## src/rtl/lo_passthru_gen.sv

```systemverilog
// LF carrier generator with glitch-free ARM gating and debounced comparator return.
// Define LO_PASSTHRU_ADC_EN to clock the ADC in phase with the carrier; otherwise adc_clk is 0.
module lo_passthru_gen #(
  parameter int DIV_W = 8,
  parameter int DEB   = 4
) (
  input  logic             pck0,
  input  logic             rst,
  input  logic [DIV_W-1:0] divisor,
  input  logic             ssp_dout,
  input  logic             cross_lo,
  output logic             pwr_lo,
  output logic             pwr_hi,
  output logic             pwr_oe1,
  output logic             pwr_oe2,
  output logic             pwr_oe3,
  output logic             pwr_oe4,
  output logic             adc_clk,
  output logic             ssp_din,
  output logic             dbg
);

  typedef enum logic [1:0] {IDLE, DRIVE, TAIL} state_t;

  localparam logic [7:0] DEB_LAST = 8'(DEB - 1);

  state_t           state;
  logic [DIV_W-1:0] cnt;
  logic [DIV_W-1:0] div_l;
  logic             ant_lo;
  logic             oe;
  logic [1:0]       en_sync;
  logic [1:0]       x_sync;
  logic             en_s;
  logic             x_s;
  logic [7:0]       dcnt;
  logic             din_q;

  assign en_s = en_sync[1];
  assign x_s  = x_sync[1];

  always_ff @(posedge pck0 or posedge rst) begin
    if (rst) begin
      en_sync <= '0;
      x_sync  <= '0;
    end else begin
      en_sync <= {en_sync[0], ssp_dout};
      x_sync  <= {x_sync[0], cross_lo};
    end
  end

  // A phase only ends at a toggle point, so stopping never produces a runt pulse.
  always_ff @(posedge pck0 or posedge rst) begin
    if (rst) begin
      state  <= IDLE;
      cnt    <= '0;
      div_l  <= '0;
      ant_lo <= 1'b0;
      oe     <= 1'b0;
    end else begin
      case (state)
        IDLE: begin
          if (en_s) begin
            cnt    <= '0;
            div_l  <= divisor;
            ant_lo <= 1'b1;
            oe     <= 1'b1;
            state  <= DRIVE;
          end
        end
        DRIVE, TAIL: begin
          if (cnt == div_l) begin
            cnt <= '0;
            if (!en_s) begin
              ant_lo <= 1'b0;
              oe     <= 1'b0;
              state  <= IDLE;
            end else begin
              ant_lo <= !ant_lo;
              // Reload only on the rising toggle so each period stays symmetric.
              if (!ant_lo) div_l <= divisor;
              state <= DRIVE;
            end
          end else begin
            cnt   <= cnt + 1'b1;
            state <= en_s ? DRIVE : TAIL;
          end
        end
        default: begin
          state  <= IDLE;
          cnt    <= '0;
          ant_lo <= 1'b0;
          oe     <= 1'b0;
        end
      endcase
    end
  end

  always_ff @(posedge pck0 or posedge rst) begin
    if (rst) begin
      dcnt  <= '0;
      din_q <= 1'b0;
    end else if (x_s == din_q) begin
      dcnt <= '0;
    end else if (dcnt == DEB_LAST) begin
      din_q <= x_s;
      dcnt  <= '0;
    end else begin
      dcnt <= dcnt + 8'd1;
    end
  end

  assign pwr_lo  = ant_lo;
  assign pwr_hi  = 1'b0;
  assign pwr_oe1 = oe;
  assign pwr_oe2 = oe;
  assign pwr_oe3 = 1'b0;
  assign pwr_oe4 = oe;
  assign ssp_din = din_q;
  assign dbg     = din_q;

`ifdef LO_PASSTHRU_ADC_EN
  // ant_lo is held 0 in IDLE, so it already equals the gated carrier.
  assign adc_clk = ant_lo;
`else
  assign adc_clk = 1'b0;
`endif

endmodule

```

## config.mk

```make
export PLATFORM = sky130hd
export DESIGN_NAME = lo_passthru_gen
export DESIGN_NICKNAME = d
export VERILOG_FILES = /design/src/rtl/lo_passthru_gen.sv
export SDC_FILE = /design/constraint.sdc
export NUM_CORES = 1
export LEC_CHECK = 0
export CAP_MARGIN = 25
export CORE_UTILIZATION = 52
export DETAILED_ROUTE_END_ITERATION = 10
export PLACE_DENSITY = 0.8
export SETUP_SLACK_MARGIN = 0.4
export SYNTH_ARGS = -nofsm -noshare
export SYNTH_HDL_FRONTEND = slang
export SYNTH_SLANG_ARGS = --single-unit
```

## constraint.sdc

```tcl
create_clock -name pck0 -period 2.24 [get_ports pck0]
set_input_delay 0.448 -clock pck0 [delete_from_list [all_inputs] [get_ports pck0]]
set_output_delay 0.448 -clock pck0 [all_outputs]
set_load 0.1 [all_outputs]
```

==> results of run 1 <==
repair_timing:
action,4_1_cts,5_1_grt
endpoints found under the setup margin,0,8
gates resized for setup,0,2
hold buffers,0,0
area by class of cell:
| class | instances | area (um^2) |
|---|---|---|
| clock buffer | 5 | 37.5 |
| clock inverter | 3 | 17.5 |
| fill | 241 | 1010 |
| inverter | 3 | 11.3 |
| multi-input combinational | 99 | 682 |
| sequential | 33 | 826 |
| tap | 31 | 38.8 |
| timing repair buffer | 20 | 178 |
flip-flops by register name, indices dropped and copies added, names as in the netlist:
name	flops
cnt	8
dcnt	8
div_l	8
en_sync	2
state	2
x_sync	2
dbg	1
pwr_lo	1
pwr_oe1	1
final timing paths:
check | cells after the start | from | endpoint | slack [ns]
max | 6 | state[0] | div_l[7] | 0.49
min | 0 | en_sync[0] | en_sync[1] | 0.37
max reg2reg | 6 | state[0] | div_l[7] | 0.49
min reg2reg | 0 | en_sync[0] | en_sync[1] | 0.37
max in group asynchronous | 3 | rst | dcnt[2] | 1.44
min in group asynchronous | 3 | rst | cnt[7] | 0.49
synth_stat cells:
| cell | n | area [um^2] |
|---|---|---|
| a21o_1 | 2 | 15.0 |
| a21oi_1 | 5 | 25.0 |
| a22oi_1 | 1 | 7.51 |
| and3_1 | 3 | 18.8 |
| buf_2 | 2 | 10.0 |
| buf_4 | 6 | 45.0 |
| conb_1 | 1 | 3.75 |
| dfrtp_1 | 33 | 826 |
| ha_1 | 4 | 50.1 |
| inv_1 | 3 | 11.3 |
| mux2_2 | 9 | 101 |
| mux2i_1 | 1 | 10.0 |
| nand2_1 | 13 | 48.8 |
| nand2_2 | 1 | 6.26 |
| nand2b_1 | 3 | 18.8 |
| nand3_1 | 6 | 30.0 |
| nand4_1 | 2 | 12.5 |
| nor2_1 | 8 | 30.0 |
| nor2b_1 | 1 | 6.26 |
| nor3_1 | 2 | 10.0 |
| nor3_2 | 1 | 10.0 |
| nor4_1 | 1 | 6.26 |
| nor4b_1 | 1 | 8.76 |
| o21ai_0 | 4 | 20.0 |
| o21ai_2 | 1 | 8.76 |
| o22ai_1 | 1 | 6.26 |
| o2bb2a_1 | 1 | 10.0 |
| o2bb2ai_1 | 2 | 17.5 |
| o31ai_1 | 2 | 15.0 |
| or2_2 | 2 | 12.5 |
| or3_1 | 2 | 12.5 |
| xnor2_1 | 11 | 96.3 |
| xor2_1 | 6 | 52.6 |
per-stage QoR:
stage | std cells | instance area, um^2 | hold slack [ns]
5_1_grt | 194 | 1790 | 0.379
3_5_place_dp | 186 | 1730 | 0.348
2_1_floorplan | 143 | 1570 | 0.331
3_3_place_gp | 186 | 1730 | 0.332
4_1_cts | 194 | 1790 | 0.372
6_report | 194 | 1790 | 0.366
per-layer routing:
metal	wire, um	vias to the layer above
met1	1120	510
met5	0	-
li1	-	520
met4	44	0
met2	1340	21
met3	82	7
cells by family after synthesis:
kind of cell,Yosys count,synth area share [%]
fa+ha+maj,4,3.20
other cells,1,0.240
simple gates,46,14.8
flops,33,52.8
mux,10,7.13
compound gates,19,8.01
xor+xnor,17,9.53
buf+inv,11,4.24
power by group through the flow:
stage / clock (uW) / sequential [uW] / combinational [uW]
final: 319 / 905 / 1240
after global routing: 352 / 925 / 1340
after CTS: 331 / 903 / 1230
after detailed placement: 0 / 914 / 1230
after global placement: 0 / 904 / 1200
after floorplan: 0 / 1060 / 850
==> qor.yml, run 1 <==
run_status:
  status: "complete, but fails checks"
  violations: "design-rule violations"
clock_network:
  cts_tree: "yes"
  clock_path_buffers: 2
  path_clk_slew_ns: 0.11
  cts_root_buffer: "clkbuf_4"
  cts_sinks: 33
  clk_latency_ns: 0.34
  numCtsBuffers: 5
  htreeDepth: 2
  post_cts.repair.setup_buffers: 0
floorplanning:
  num_rows: 19
  io_pins: 21
  die_area_um2: 3230
  die_w_um: 56.8
  initial_utilization_pct: 55.7
  die_h_um: 56.8
  coreArea_um2: 2810
grt:
  grt_pass1_vias: 1047
  grt_util_all_layers_pct: 18.2
  grt_max_degree: 34
  grt_pass1_wl_um: 4380
  busiest_layer: "met2"
  antenna_found_initial: 0
  grt_overflow_total: 0
  grtUsageMet2_pct: 32.1
  met1_usage_pct: 20.8
  grt_use_met3_pct: 4.84
job:
  maxCapViolations: 0
worst_setup_path:
  worstPathCellList: "inv_1 -> ha_1 -> o21ai_1 -> a21oi_2 -> nand2_2 -> mux2_2"
  path_buf_inv: 1
  worstPathMaxFanout: 8
  critical_path_class: "flip-flop to flip-flop"
  start_kind: "flip-flop"
  cp_slowest_cell: "dfrtp_1"
  cp-end-kind: "flip-flop"
  required_ns: 2.46
  cpPeakStageDelay_ns: 0.37
  crit_family: "flip-flops"
  cp.arrival_ns: 1.97
logic_synthesis:
  synth_seq_cells: 33
  ys_seq_area_share_pct: 52.8
  synth_warnings: 0
  synth.avg_cell_area_um2: 11.1
  syn_inst: 141
  synth.distinct_cells: 33
  syn_area_um2: 1560
final_layout:
  nets: 178
  area_growth_syn_to_layout_pct: 14.6
  utilization_pct: 63.8
  drive_gt1_share_pct: 19.6
  antenna_cells: 0
  layout_commonest_cell: "dfrtp_1"
  layout_common_cells: "dfrtp_1, nand2_1, xnor2_1, clkdlybuf4s50_1"
sta:
  rsz0062_at_grt: "no"
  finalSetupTns_ns: 0
  setup_viol: 0
  fmax_ghz: 0.570
  setup_ws_ns: 0.487
  period_share_pct: 78.3
  slew_viol_final: 0
  final.min_clock_period_ns: 1.75
  hold_viol_final: 0
  skew_ns: 0.0153
place:
  dp_slack_ns: 0.473
  portBuffers: 17
  routabilityCongestion: 0.743
  place_hpwl_um: 1880
power_and_ir_drop:
  leakage_uw: 0.000790
  peakVddDrop_mv: 0.664
  pwr-share-seq_pct: 36.8
  p_sw_uw: 1130
  clockPowerShare_pct: 13.0
  swShare_pct: 46.0
  combPwrFrac_pct: 50.3
  fin_total_pwr_uw: 2460
  power.internal_uw: 1330
  power_per_cell_area_nw_per_um2: 1370
route:
  drc: 5
  wl_per_cell_um: 13.4
  drtAntennaViolNets: 0
  drt-vias-per-instance: 5.45
  drt-initial-drc-count: 30
  dr.pass1.iters: 7
  dr_total_vias: 1058
  routed_wl_um: 2590
worst_hold_path:
  hold_path.class: "flip-flop to flip-flop"
No activity file was read; power rests on OpenSTA's default activity.
==> run 2, diff against run 1 <==
CORE_UTILIZATION = 48   (was 52)
PLACE_DENSITY = 0.78   (was 0.8)
clock period = 1.54 ns   (was 2.24 ns; I/O delays follow)
==> qor.yml, run 2 (synthesis results as in run 1) <==
final_layout:
  final_cell_area_um2: 2370  # +32%
  antenna_cells: 0  # unchanged
  layout_common_cells: "dfrtp_1, buf_4, nand2_1, clkdlybuf4s50_1, xnor2_1"
  area_growth_syn_to_layout_pct: 51.8
  drive_gt1_share_pct: 50.5  # +31 points
  final-instance-count-excl-fill: 234  # +21%
  top_regs: "cnt (8), dcnt (8), div_l (8)"
  nets: 205  # +15%
  layout_commonest_cell: "dfrtp_1"
run_status:
  status: "complete, but fails checks"
  violations: "negative setup slack"
clock_network:
  htreeDepth: 2  # unchanged
  cts_sinks: 33  # unchanged
  cts_tree: "yes"
  numCtsBuffers: 5  # unchanged
  clock_path_buffers: 2  # unchanged
  path_clk_slew_ns: 0.10  # about the same
  clk_latency_ns: 0.34  # about the same
  cts_root_buffer: "clkbuf_4"
worst_setup_path:
  cp.arrival_ns: 1.96  # about the same
  rr_worst_depth: 5  # -1
  required_ns: 1.78  # -0.68 ns
  worstPathMaxFanout: 8  # unchanged
  rr_endpoint: "div_l[2]"
  cp-end-kind: "flip-flop"
  r2r_setup_slack_ns: -0.18  # -0.67 ns
  setup.worst_path.end: "div_l[2]"
  r2r-start: "div_l[0]"
  start_kind: "flip-flop"
  critPathLaunch: "div_l[0]"
  critical_path_class: "flip-flop to flip-flop"
route:
  drt-initial-drc-count: 58  # +93%
  wl_per_cell_um: 15.7  # +18%
  drt-vias-per-instance: 5.26  # -3.5%
  routed_wl_um: 3680  # +42%
  dr_total_vias: 1232  # +16%
  drtAntennaViolNets: 0  # unchanged
  dr.pass1.iters: 6  # -1
  drc: 0  # -5
power_and_ir_drop:
  power_per_cell_area_nw_per_um2: 2040  # +48%
  leakage_uw: 0.00103  # +30%
  peakVddDrop_mv: 1.39  # +110%
floorplanning:
  io_pins: 21  # unchanged
  die_w_um: 59.1  # +3.9%
  die_h_um: 59.1  # +3.9%
  initial_utilization_pct: 50.8  # -4.9 points
  coreArea_um2: 3080  # +9.7%
  num_rows: 20  # +1
  die_area_um2: 3490  # +8.0%
place:
  routabilityCongestion: 0.752  # +1.2%
  place_hpwl_um: 2070  # +10%
  placed_area_um2: 1990  # +15%
  placedCellCount: 207  # +11%
  portBuffers: 17  # unchanged
sta:
  setup_ws_ns: -0.179  # -0.666 ns
  fmax_ghz: 0.582  # +2.0%
  period_share_pct: 112  # +33 points
  hold_viol_final: 0  # unchanged
  skew_ns: 0.00749  # -0.00778 ns
  slew_viol_final: 0  # unchanged
  holdWs_ns: 0.302  # -0.0642 ns
  final.min_clock_period_ns: 1.72  # -0.0342 ns
  finalSetupTns_ns: -2.08  # -2.08 ns
  rsz0062_at_grt: "yes"
  setup_viol: 16  # +16
worst_hold_path:
  hold_path.class: "input pin to asynchronous set/reset pin"
grt:
  grt_max_degree: 34  # unchanged
  grt_util_all_layers_pct: 20.9  # +2.7 points
  antenna_found_initial: 0  # unchanged
  grt_overflow_total: 0  # unchanged
  grt_pass1_wl_um: 5260  # +20%
  grt_pass1_vias: 1153  # +10%
job:
  maxCapViolations: 0  # unchanged
## run 2: cell types whose count changed in the layout (fill, tap and decap cells not counted), sizes merged
cell | before | now
clkbuf | 5 | 6
clkinvlp | 1 | 0
buf | 9 | 36
## run 2: metal layers
layer	GRT usage, %	part of all wire, %	vias to the layer above
li1	-	-	568
met1	26.9	43	618
met2	32.5	50	38
met3	6.77	4.6	8
met4	8.84	2.3	0
met5	0	0	-
## run 2: where the power goes
group / internal (uW) / total [uW] / switching, uW
clock network: 173 / 462 / 288
registers: 1130 / 1390 / 254
logic: 1430 / 2990 / 1560
total: 2740 / 4840 / 2100
## run 2: how the worst min path moves through the flow
stage	from	endpoint	cells after the start
final	rst	dcnt[6]	3
after global routing	rst	pwr_oe1	3
after CTS	rst	dcnt[3]	3
after detailed placement	en_sync[0]	en_sync[1]	0
after global placement	en_sync[0]	en_sync[1]	0
after floorplan	en_sync[0]	en_sync[1]	0
## run 2: final cells by class
cell class,count,area (um^2)
multi-input cells,99,931
flip-flops and latches,33,837
fillers,182,706
repair buffers,47,487
well taps,44,55.1
clock buffers,6,41.3
inverters,3,11.3
clock inverters,2,10.0
## run 2: worst max-delay path, cell delays in order (launching register included)
cell and delay [ns]:
dfrtp_1 0.43, xnor2_1 0.23, nand4_1 0.24, o21ai_4 0.26
nand2_4 0.14, mux2_4 0.31
## run 2: repair_timing
action | CTS | global route
setup endpoints to repair | 34 | 35
pin swaps | 14 | 16
hold endpoints to repair | 0 | 0
gates resized for setup | 10 | 31
buffers inserted | 11 | 8
hold buffers | 0 | 0
## run 2: per-stage QoR
step	util, %	setup WS (ns)	power [uW]
after floorplan	-	0.0929	3150
after global placement	64.6	0.0193	3590
after detailed placement	64.6	-0.0337	3650
after CTS	70.4	-0.0495	4310
after global routing	77.1	-0.258	5080
final	77.1	-0.179	4840
